**src/rtl/cam_sync_capture.sv**
```systemverilog
// cam_sync_capture: synchronises CHANNELS asynchronous camera sync inputs into
// the clk domain, generates per-channel edge pulses with a selectable edge mode,
// and runs a VSYNC-gated frame-capture FSM that frames an N-frame or continuous
// capture window.
//
// Ports:
//   clk            system clock, rising edge
//   in_reset       asynchronous active-low reset
//   async_in       raw sync inputs (ch0 = VSYNC, ch1 = HREF)
//   edge_mode      per-channel edge select [2i+1:2i]: 00 none, 01 rise, 10 fall, 11 both
//   sync_out       synchronised copy of async_in
//   edge_pulse     one-cycle pulse on the selected edge(s) of sync_out
//   capture_req    level capture request
//   num_frames     frames to capture (0 = continuous), latched on IDLE->ARMED
//   capture_busy   high outside IDLE
//   capture_active high while a frame is being captured
//   capture_done   one-cycle pulse on completion or abort
//   frame_count    frames completed in the current or last capture
module cam_sync_capture #(
   parameter int unsigned CHANNELS    = 2,
   parameter int unsigned SYNC_STAGES = 2,
   parameter int unsigned FRAME_CNT_W = 8
) (
   input  logic                     clk,
   input  logic                     in_reset,
   input  logic [CHANNELS-1:0]      async_in,
   input  logic [2*CHANNELS-1:0]    edge_mode,
   output logic [CHANNELS-1:0]      sync_out,
   output logic [CHANNELS-1:0]      edge_pulse,
   input  logic                     capture_req,
   input  logic [FRAME_CNT_W-1:0]   num_frames,
   output logic                     capture_busy,
   output logic                     capture_active,
   output logic                     capture_done,
   output logic [FRAME_CNT_W-1:0]   frame_count
);

   typedef enum logic [2:0] {
      S_IDLE    = 3'd0,
      S_ARMED   = 3'd1,
      S_CAPTURE = 3'd2,
      S_GAP     = 3'd3,
      S_DONE    = 3'd4
   } state_t;

   localparam logic [FRAME_CNT_W-1:0] CNT_MAX = '1;

   logic [CHANNELS-1:0]    sync_q [SYNC_STAGES];
   logic [CHANNELS-1:0]    prev;
   logic [CHANNELS-1:0]    rise;
   logic [CHANNELS-1:0]    fall;
   logic                   vs_rise;
   logic                   vs_fall;

   state_t                 state;
   state_t                 next_state;
   logic [FRAME_CNT_W-1:0] n_lat;
   logic [FRAME_CNT_W-1:0] n_lat_d;
   logic [FRAME_CNT_W-1:0] count_d;
   logic [FRAME_CNT_W-1:0] count_inc;
   logic                   busy_d;
   logic                   active_d;
   logic                   done_d;

   // Synchroniser chain; prev holds last cycle's synchronised value
   always_ff @(posedge clk or negedge in_reset) begin
      if (!in_reset) begin
         for (int s = 0; s < SYNC_STAGES; s++) sync_q[s] <= '0;
         prev <= '0;
      end else begin
         sync_q[0] <= async_in;
         for (int s = 1; s < SYNC_STAGES; s++) sync_q[s] <= sync_q[s-1];
         prev <= sync_q[SYNC_STAGES-1];
      end
   end

   assign sync_out = sync_q[SYNC_STAGES-1];
   assign rise     = sync_out & ~prev;
   assign fall     = ~sync_out & prev;

   // FSM edges come straight from channel 0, independent of edge_mode
   assign vs_rise  = rise[0];
   assign vs_fall  = fall[0];

   // Per-channel edge select
   always_comb begin
      edge_pulse = '0;
      for (int i = 0; i < CHANNELS; i++) begin
         edge_pulse[i] = (edge_mode[2*i] & rise[i]) | (edge_mode[2*i+1] & fall[i]);
      end
   end

   // Saturating frame counter increment
   assign count_inc = (frame_count == CNT_MAX) ? frame_count : frame_count + FRAME_CNT_W'(1);

   // State register plus registered outputs
   always_ff @(posedge clk or negedge in_reset) begin
      if (!in_reset) begin
         state          <= S_IDLE;
         n_lat          <= '0;
         frame_count    <= '0;
         capture_busy   <= 1'b0;
         capture_active <= 1'b0;
         capture_done   <= 1'b0;
      end else begin
         state          <= next_state;
         n_lat          <= n_lat_d;
         frame_count    <= count_d;
         capture_busy   <= busy_d;
         capture_active <= active_d;
         capture_done   <= done_d;
      end
   end

   // Next-state logic; a frame in progress always runs to its vs_rise
   always_comb begin
      next_state = state;
      case (state)
         S_IDLE: begin
            if (capture_req) next_state = S_ARMED;
         end
         S_ARMED: begin
            if (!capture_req)  next_state = S_IDLE;
            else if (vs_fall)  next_state = S_CAPTURE;
         end
         S_CAPTURE: begin
            if (vs_rise) begin
               if (((n_lat != '0) && (count_inc == n_lat)) || !capture_req)
                  next_state = S_DONE;
               else
                  next_state = S_GAP;
            end
         end
         S_GAP: begin
            if (!capture_req)  next_state = S_DONE;
            else if (vs_fall)  next_state = S_CAPTURE;
         end
         S_DONE: begin
            next_state = S_IDLE;
         end
         default: begin
            next_state = S_IDLE;
         end
      endcase
   end

   // Output/datapath next values; an ARMED abort pulses done on the way to IDLE
   always_comb begin
      busy_d   = (next_state != S_IDLE);
      active_d = (next_state == S_CAPTURE);
      done_d   = (next_state == S_DONE) || ((state == S_ARMED) && !capture_req);
      n_lat_d  = n_lat;
      count_d  = frame_count;
      if ((state == S_IDLE) && capture_req) begin
         n_lat_d = num_frames;
         count_d = '0;
      end else if ((state == S_CAPTURE) && vs_rise) begin
         count_d = count_inc;
      end
   end

endmodule

```
**config.mk**
```make
export PLATFORM = sky130hd
export DESIGN_NAME = cam_sync_capture
export DESIGN_NICKNAME = d
export VERILOG_FILES = /design/src/rtl/cam_sync_capture.sv
export SDC_FILE = /design/constraint.sdc
export NUM_CORES = 1
export LEC_CHECK = 0
export BUFFER_PORTS_ARGS = -buffer_cell sky130_fd_sc_hd__buf_4
export CORE_MARGIN = 8
export CORE_UTILIZATION = 49
export DETAILED_ROUTE_END_ITERATION = 10
export GPL_TIMING_DRIVEN = 1
export PLACE_DENSITY = 0.75
export SLEW_MARGIN = 20
export SYNTH_ARGS = -nofsm -noshare
export SYNTH_HDL_FRONTEND = slang
export SYNTH_SLANG_ARGS = --single-unit
```
**constraint.sdc**
```tcl
create_clock -name clk -period 2.2 [get_ports clk]
set_clock_uncertainty 0.15 [all_clocks]
set_input_delay 0.33 -clock clk [delete_from_list [all_inputs] [get_ports clk]]
set_output_delay 0.33 -clock clk [all_outputs]
set_load 0.02 [all_outputs]
```
# --- Word level (Yosys, flattened, before mapping) ---
# Cells that the tools add are included.
classes:
  muxes: 10
  n_bitwise: 10
  eq_ne: 7
  addsub: 1
  n_reduce_logical: 11
ops:
  columns: ["cell", "count"]
  rows:
  - ["$mux W8", 3]
  - ["$mux W3", 6]
  - ["$pmux W3 S4", 1]
  - ["$eq A3 B2 Y1 const B", 3]
  - ["$add A8 B1 Y8 const B", 1]
  - ["$eq A8 B8 Y1", 1]
  - ["$eq A8 B8 Y1 const B", 1]
  - ["$reduce_bool A8 Y1", 1]
  - ["$and A1 B1 Y1", 4]
  - ["$and A2 B2 Y2", 2]
  - ["$logic_and A1 B1 Y1", 4]
  - ["$not A2 Y2", 2]
  - ["$eq A3 B1 Y1 const B", 1]
  - ["$eq A3 B3 Y1 const B", 1]
  - ["$logic_not A3 Y1", 1]
  - ["$reduce_bool A3 Y1", 1]
  - ["$logic_or A1 B1 Y1", 2]
  - ["$or A1 B1 Y1", 2]
  - ["$reduce_bool A2 Y1", 1]
  - ["$logic_not A1 Y1", 1]
word_totals:
  out_inout_bits: 15
  word_cells: 48
  ff_bits: 28
  inputBits: 17

# --- Longest topological paths before layout ---
# Gate-level depths: netlist of the first run.
logic_depth:
  depth_word: 10
  ltp_mapped: 9
  mapped_depth_nobuf: 7

# --- Worst setup path before layout of the first run ---
# Ideal clock, no wire load.
synth_path:
  path_kind: "flip-flop to flip-flop"
  start: "register frame_count[0]"
  end: "register state[1]"
  t_arrival_ns: 2.038
  required_time_ns: 1.923
  setup_time_ns: 0.127
  path_stages_with_launch: 10
  synth_period_minus_slack_ns: 2.315
  path_buffers: 2
  slack_ns: -0.115
  cell_sequence: "dfrtp_1 -> ha_1 -> buf_2 -> and3_1 -> buf_4 -> nand4_1 -> a21o_1 -> a2111oi_4 -> and2b_1 -> a31oi_1"
synth_between:
  elab_chain_cells: 8
  word_cells_on_any_way: 9
  classes_between: "add/sub: 1; eq/ne: 2; mux: 4; reduce/logical: 2"
synth_rtl:
  columns: ["element", "line", "source"]
  rows:
  - ["start: declaration", "35", "output logic [FRAME_CNT_W-1:0] frame_count"]
  - ["start signal: assignment", "108", "frame_count <= count_d;"]
  - ["$add A8 B1 Y8 or $eq A8 B8 Y1 (tied branches)", "94", "assign count_inc = (frame_count == CNT_MAX) ? frame_count : frame_count + FRAME_CNT_W'(1);"]
  - ["$mux W8 *", "94", null]
  - ["$eq A8 B8 Y1 *", "128", "if (((n_lat != '0) && (count_inc == n_lat)) || !capture_req)"]
  - ["$logic_and A1 B1 Y1 *", "128", null]
  - ["$logic_or A1 B1 Y1 *", "128", null]
  - ["$mux W3 *", "128", null]
  - ["$mux W3 *", "127", "if (vs_rise) begin"]
  - ["$pmux W3 S4 *", "118", "case (state)"]
  - ["via next_state[1]", "56", "state_t next_state;"]
  - ["end signal: assignment", "106", "state <= next_state;"]
  - ["end: declaration", "55", "state_t state;"]
# Mark *: on every way through the listed nets, which the timed path passes. The rest lies on a longest branch.
# A chain may end at the register's enable or synchronous reset.

# --- Worst setup path after layout of the first run ---
# Ends and elaborated chain as after synthesis.

==> results of run 1 <==
state kept, by name (all words and copies together), names as in the netlist:
signal,cells
sync_q,2
capture_active,1
capture_busy,1
n_lat,8
prev,2
frame_count,8
sync_out,2
state,3
capture_done,1
synth_stat cells (3+ instances only):
master	instances	area (um2)
sky130_fd_sc_hd__inv_1	3	11.3
sky130_fd_sc_hd__mux2_2	5	56.3
sky130_fd_sc_hd__buf_4	4	30.0
sky130_fd_sc_hd__nand3_1	5	25.0
sky130_fd_sc_hd__a21o_1	5	37.5
sky130_fd_sc_hd__o21ai_0	11	55.1
sky130_fd_sc_hd__nor3_1	5	25.0
sky130_fd_sc_hd__a211oi_1	5	37.5
sky130_fd_sc_hd__and3_1	4	25.0
sky130_fd_sc_hd__and2_1	3	18.8
sky130_fd_sc_hd__nor2b_1	5	31.3
sky130_fd_sc_hd__nor2_1	12	45.0
sky130_fd_sc_hd__buf_2	5	25.0
sky130_fd_sc_hd__nand4_1	6	37.5
sky130_fd_sc_hd__a21oi_1	9	45.0
sky130_fd_sc_hd__dfrtp_1	28	701
sky130_fd_sc_hd__nand2_1	9	33.8
sky130_fd_sc_hd__mux2_1	4	45.0
worst max-delay path, cell delays in order, from the launching register on:
cell and delay, ns:
sky130_fd_sc_hd__dfrtp_2 0.42, sky130_fd_sc_hd__buf_4 0.17, sky130_fd_sc_hd__and4_1 0.37, sky130_fd_sc_hd__o2111ai_1 0.19, sky130_fd_sc_hd__and3b_1 0.23, sky130_fd_sc_hd__a2111oi_4 0.21, sky130_fd_sc_hd__and2b_1 0.19, sky130_fd_sc_hd__a31oi_1 0.09
power by group through the flow:
stage | Clock (mW) | Sequential [mW] | Combinational, mW
6_report | 0.349 | 0.772 | 0.675
5_1_grt | 0.372 | 0.794 | 0.733
4_1_cts | 0.359 | 0.765 | 0.661
3_5_place_dp | 0 | 0.776 | 0.653
3_3_place_gp | 0 | 0.764 | 0.630
2_1_floorplan | 0 | 0.778 | 0.416
what timing repair did:
| item | in CTS | in global routing |
|---|---|---|
| gates resized for setup | 0 | 4 |
| endpoints found under the hold margin | 30 | 0 |
| setup endpoints to repair | 0 | 4 |
| hold buffers | 3 | 0 |
cell type report:
| type | count | area, um2 | area share |
|---|---|---|---|
| clock buffer | 3 | 22.5 | 0.0111 |
| sequential | 28 | 703 | 0.347 |
| tap | 46 | 57.6 | 0.0284 |
| multi-input combinational | 124 | 857 | 0.423 |
| inverter | 3 | 11.3 | 0.00556 |
| timing repair buffer | 45 | 345 | 0.170 |
| clock inverter | 1 | 30.0 | 0.0148 |
routing by layer:
metal,up-vias,share of wire,GRT usage,routed length (um)
met2,63,0.49,0.244,1890
met1,689,0.41,0.174,1590
met5,-,0,0,0
met3,6,0.078,0.0327,300
li1,699,-,-,-
met4,0,0.015,0.0710,59
logic make-up (layout without fill, tap and decap cells):
family	count (synthesis)	in the layout	synth area share
buffers and inverters	14	52	0.0459
flip-flops	28	28	0.435
XOR/XNOR	2	2	0.0109
AND/OR/NAND/NOR	63	63	0.221
multiplexers	9	9	0.0630
AO/OA/AOI/OAI	49	49	0.216
adder cells (fa/ha/maj)	1	1	0.00777
final timing paths:
| path | startpoint | to | slack [ns] | depth (start not counted) |
|---|---|---|---|---|
| max | frame_count[0]$_DFFE_PN0P_ | state[1]$_DFF_PN0_ | 0.09 | 7 |
| min | num_frames[1] | n_lat[1]$_DFFE_PN0P_ | 0.03 | 3 |
| max reg2reg | frame_count[0]$_DFFE_PN0P_ | state[1]$_DFF_PN0_ | 0.09 | 7 |
| min reg2reg | sync_q[3]$_DFF_PN0_ | sync_out[1]$_DFF_PN0_ | 0.22 | 0 |
| max in group asynchronous | in_reset | frame_count[1]$_DFFE_PN0P_ | 1.36 | 2 |
| min in group asynchronous | in_reset | state[2]$_DFF_PN0_ | 0.27 | 2 |
metrics by stage:
step / utilization / cells / setup WS, ns / hold WS [ns] / power (mW)
6_report: 0.627 / 250 / 0.0860 / 0.0271 / 1.80
5_1_grt: 0.627 / 250 / 0.00764 / 0.0251 / 1.90
3_5_place_dp: 0.595 / 243 / 0.0345 / 0.118 / 1.43
4_1_cts: 0.620 / 250 / 0.00448 / 0.0177 / 1.79
3_3_place_gp: 0.595 / 243 / 0.0992 / 0.114 / 1.39
2_1_floorplan: - / 166 / 0.00807 / -0.116 / 1.19
==> out/summary.txt, run 1 <==
outcome = finished clean
length of the first detailed-routing pass in iterations = 4
library cells used by synthesis = 46
post-layout net count = 223
unrepaired setup endpoints after global routing = false
antenna-violating nets left = 0
worst-case clock buffer depth = 2
ANT cells = 0
fraction of final layout cells with drive strength greater than 1 = 0.289
IO buf count = 31
via density per instance = 5.83
kind of end point of the critical path = register
proportion of power drawn by combinational gates = 0.376
classification of the worst-slack hold path = primary input to register
max-cap check violation count = 0
static leakage power = 0.893 nW
proportion of synthesized flip-flops having asynchronous set or reset = 1.00
clock buffers created by TritonCTS = 3
Max H-tree Level = 1
fin. max-slew vios = 0
aggregate global routing overflow = 0
sw power = 0.624 mW
Clk pin slew, worst setup/hold paths = 0.15 ns
flop and latch count out of synthesis = 28
Post-Synthesis Mean Instance Area = 9.69 um2
number of enable flip-flop cells after synthesis = 0
sequential-to-total area share from yosys stat = 0.435
synthesized cell area = 1610 um2
commonest register cell after synthesis = sky130_fd_sc_hd__dfrtp_1
DRC = 0
maximum clock frequency = 473 MHz
total number of vias = 1,457
final count of hold timing violations = 0
Die Footprint = 5370 um2
Num Clock Sinks = 28
pwr/cell area = 886 nW/um2
overall global routing resource usage = 0.147
ports placed on the boundary = 32
number of placement rows = 21
internal power = 1.17 mW
area inside the core boundary = 3230 um2
clock insertion delay at the later pin of the skew report = 0.34 ns
Cell Area, Placed = 1920 um2
synthesis-to-layout area growth = 26.0%
worst-case vdd ir drop = 0.450 mV
overall die width = 73.3 um
switching share of power = 0.348
final instance area = 2030 um2
number of antenna violations at the first check in global routing = 0
crit-path max FO = 8
category of the most critical setup path = register to register
sequential share of power = 0.430
CTS root buffer = sky130_fd_sc_hd__clkbuf_4
aggregate negative setup slack = 0 ns
Die Y = 73.3 um
minimum period implied by the final worst setup slack = 2.11 ns
total detailed-routing wirelength = 3.83 mm
part of the power in the clock network = 0.194
commonest non-fill, non-tap cell in the layout = sky130_fd_sc_hd__buf_4
Wirelength per Cell = 15.3 um
Post CTS Setup Buffer Count = 0
required time worst endpoint = 2.29 ns
effective utilization at floorplan = 0.498
most used cells in the layout excluding fill and tap cells = sky130_fd_sc_hd__buf_4 (42), sky130_fd_sc_hd__dfrtp_1 (26), sky130_fd_sc_hd__nor2_1 (12)
first-pass GRT wire length = 6.29 mm
measured slew at the worst slew-check pin = 0.408 ns
maximum number of pins on one net before global-route repair = 29
CTS tree = built
worst slew margin relative to its limit = 0.721
number of nets produced by synthesis = 184
Worst EP arrival = 2.20 ns
final weighted congestion of routability-driven global placement = 0.919
Detailed Place HPWL = 2.88 mm
Critical Path Start Type = register
initial drt markers = 57
number of global-route vias before repair = 1,440
FILL cells = 263
Final period util = 0.961
Final setup viols = 0
count of mapped cells out of synthesis = 166
synth warn = 0
No activity file was read; power rests on OpenSTA's default activity.
==> inputs of run 2 (changes only) <==
- CORE_UTILIZATION: 49 -> 40
- PLACE_DENSITY: 0.75 -> not set
==> out/summary.txt, run 2 (same netlist as run 1, synthesis figures left out) <==
outcome = finished clean
Final setup viols = 0
commonest non-fill, non-tap cell in the layout = sky130_fd_sc_hd__buf_4
area inside the core boundary = 3940 um2
number of placement rows = 23
worst-case clock buffer depth = 2
Final period util = 0.940
total area of sequential cells = 704 um2
max-cap check violation count = 0
crit-path max FO = 8
clock buffers created by TritonCTS = 3
fin. max-slew vios = 0
delay of the slowest cell on the worst path = 0.42 ns
DRC = 0
length of the first detailed-routing pass in iterations = 4
overall global routing resource usage = 0.132
fraction of final layout cells with drive strength greater than 1 = 0.299
CTS tree = built
clock insertion delay at the later pin of the skew report = 0.28 ns
static leakage power = 0.896 nW
Clk pin slew, worst setup/hold paths = 0.10 ns
Multi-input gate area = 847 um2
Worst EP arrival = 2.12 ns
worst hold slack = 0.102 ns
cell class contributing the biggest share of worst-path delay = simple AND/OR/NAND/NOR gates
Critical Path Start Type = register
Critical-path top delay cell = sky130_fd_sc_hd__dfrtp_2
Num Clock Sinks = 28
total number of vias = 1,450
worst slew margin relative to its limit = 0.732
post-layout net count = 223
measured slew at the worst slew-check pin = 0.391 ns
classification of the worst-slack hold path = primary input to register
Wirelength per Cell = 15.5 um
overall die width = 79.4 um
Detailed Place HPWL = 3.00 mm
pwr/cell area = 861 nW/um2
aggregate negative setup slack = 0 ns
maximum number of pins on one net before global-route repair = 29
synthesis-to-layout area growth = 26.7%
aggregate global routing overflow = 0
ports placed on the boundary = 32
Post CTS Setup Buffer Count = 0
unrepaired setup endpoints after global routing = false
ANT cells = 0
Die Footprint = 6310 um2
IO buf count = 31
CTS root buffer = sky130_fd_sc_hd__clkbuf_8
first-pass GRT wire length = 6.78 mm
worst path cell trace = buf_4 > and4_2 > a21boi_1 > or3_1 > o2111a_1 > o311a_1 > a21oi_1
required time worst endpoint = 2.26 ns
antenna-violating nets left = 0
via density per instance = 5.71
initial drt markers = 79
maximum clock frequency = 483 MHz
kind of end point of the critical path = register
FILL cells = 353
Max H-tree Level = 1
number of antenna violations at the first check in global routing = 0
buffers plus inverters on the worst setup path = 1
category of the most critical setup path = register to register
most used cells in the layout excluding fill and tap cells = sky130_fd_sc_hd__buf_4 (41), sky130_fd_sc_hd__dfrtp_1 (25), sky130_fd_sc_hd__nor2_1 (12)
Die Y = 79.4 um
top flop regs = frame_count: 8 flops, n_lat: 8 flops, state: 3 flops
number of global-route vias before repair = 1,469
total detailed-routing wirelength = 3.94 mm
minimum period implied by the final worst setup slack = 2.07 ns
final count of hold timing violations = 0
worst-case vdd ir drop = 0.608 mV
effective utilization at floorplan = 0.408
final weighted congestion of routability-driven global placement = 0.884
run 2: per-stage QoR:
| stage | instance area [um2] | worst slack, ns | power [mW] | util | cells |
|---|---|---|---|---|---|
| floorplan | 1610 | 0.00807 | 1.19 | - | 166 |
| global placement | 1940 | 0.136 | 1.41 | 0.492 | 247 |
| detailed placement | 1940 | 0.105 | 1.44 | 0.492 | 247 |
| CTS | 2010 | 0.0767 | 1.77 | 0.511 | 253 |
| global route | 2040 | 0.00944 | 1.88 | 0.517 | 254 |
| finish | 2040 | 0.131 | 1.76 | 0.517 | 254 |
run 2: final timing paths:
check,slack [ns],endpoint,cells past startpoint,startpoint
min in group asynchronous,0.35,sync_q[2]$_DFF_PN0_,2,in_reset
hold reg to reg,0.21,sync_out[0]$_DFF_PN0_,0,sync_q[2]$_DFF_PN0_
max in group asynchronous,1.26,frame_count[7]$_DFFE_PN0P_,2,in_reset
setup / recovery,0.13,state[0]$_DFF_PN0_,7,frame_count[1]$_DFFE_PN0P_
setup reg to reg,0.13,state[0]$_DFF_PN0_,7,frame_count[1]$_DFFE_PN0P_
hold / removal,0.10,n_lat[1]$_DFFE_PN0P_,3,num_frames[1]
run 2: tightest hold or removal path: cells and delay by family:
kind                   cells  cell delay (ns)
buffers and inverters      1             0.08
AO/OA/AOI/OAI              1             0.06
AND/OR/NAND/NOR            1             0.03
run 2: cell type report:
cell class,count,share of cell area
repair buffers,45,0.176
multi-input cells,124,0.416
inverters,3,0.00552
flip-flops and latches,28,0.346
well taps,50,0.0307
clock buffers,4,0.0270
run 2: power breakdown:
part           switching, mW  internal [mW]
registers              0.121          0.639
clock network          0.163          0.160
logic                  0.324          0.348
run 2: timing repair:
action                     CTS  global route
setup endpoints to repair    0             4
hold buffers                 2             1
hold endpoints to repair    29             1
resized for setup            0             6
run 2: per-layer routing:
layer / GRT usage / part of all wire / up-vias
li1: - / - / 696
met4: 0.0500 / 0.016 / 0
met3: 0.0304 / 0.046 / 7
met5: 0 / 0 / -
met1: 0.166 / 0.46 / 712
met2: 0.213 / 0.47 / 35
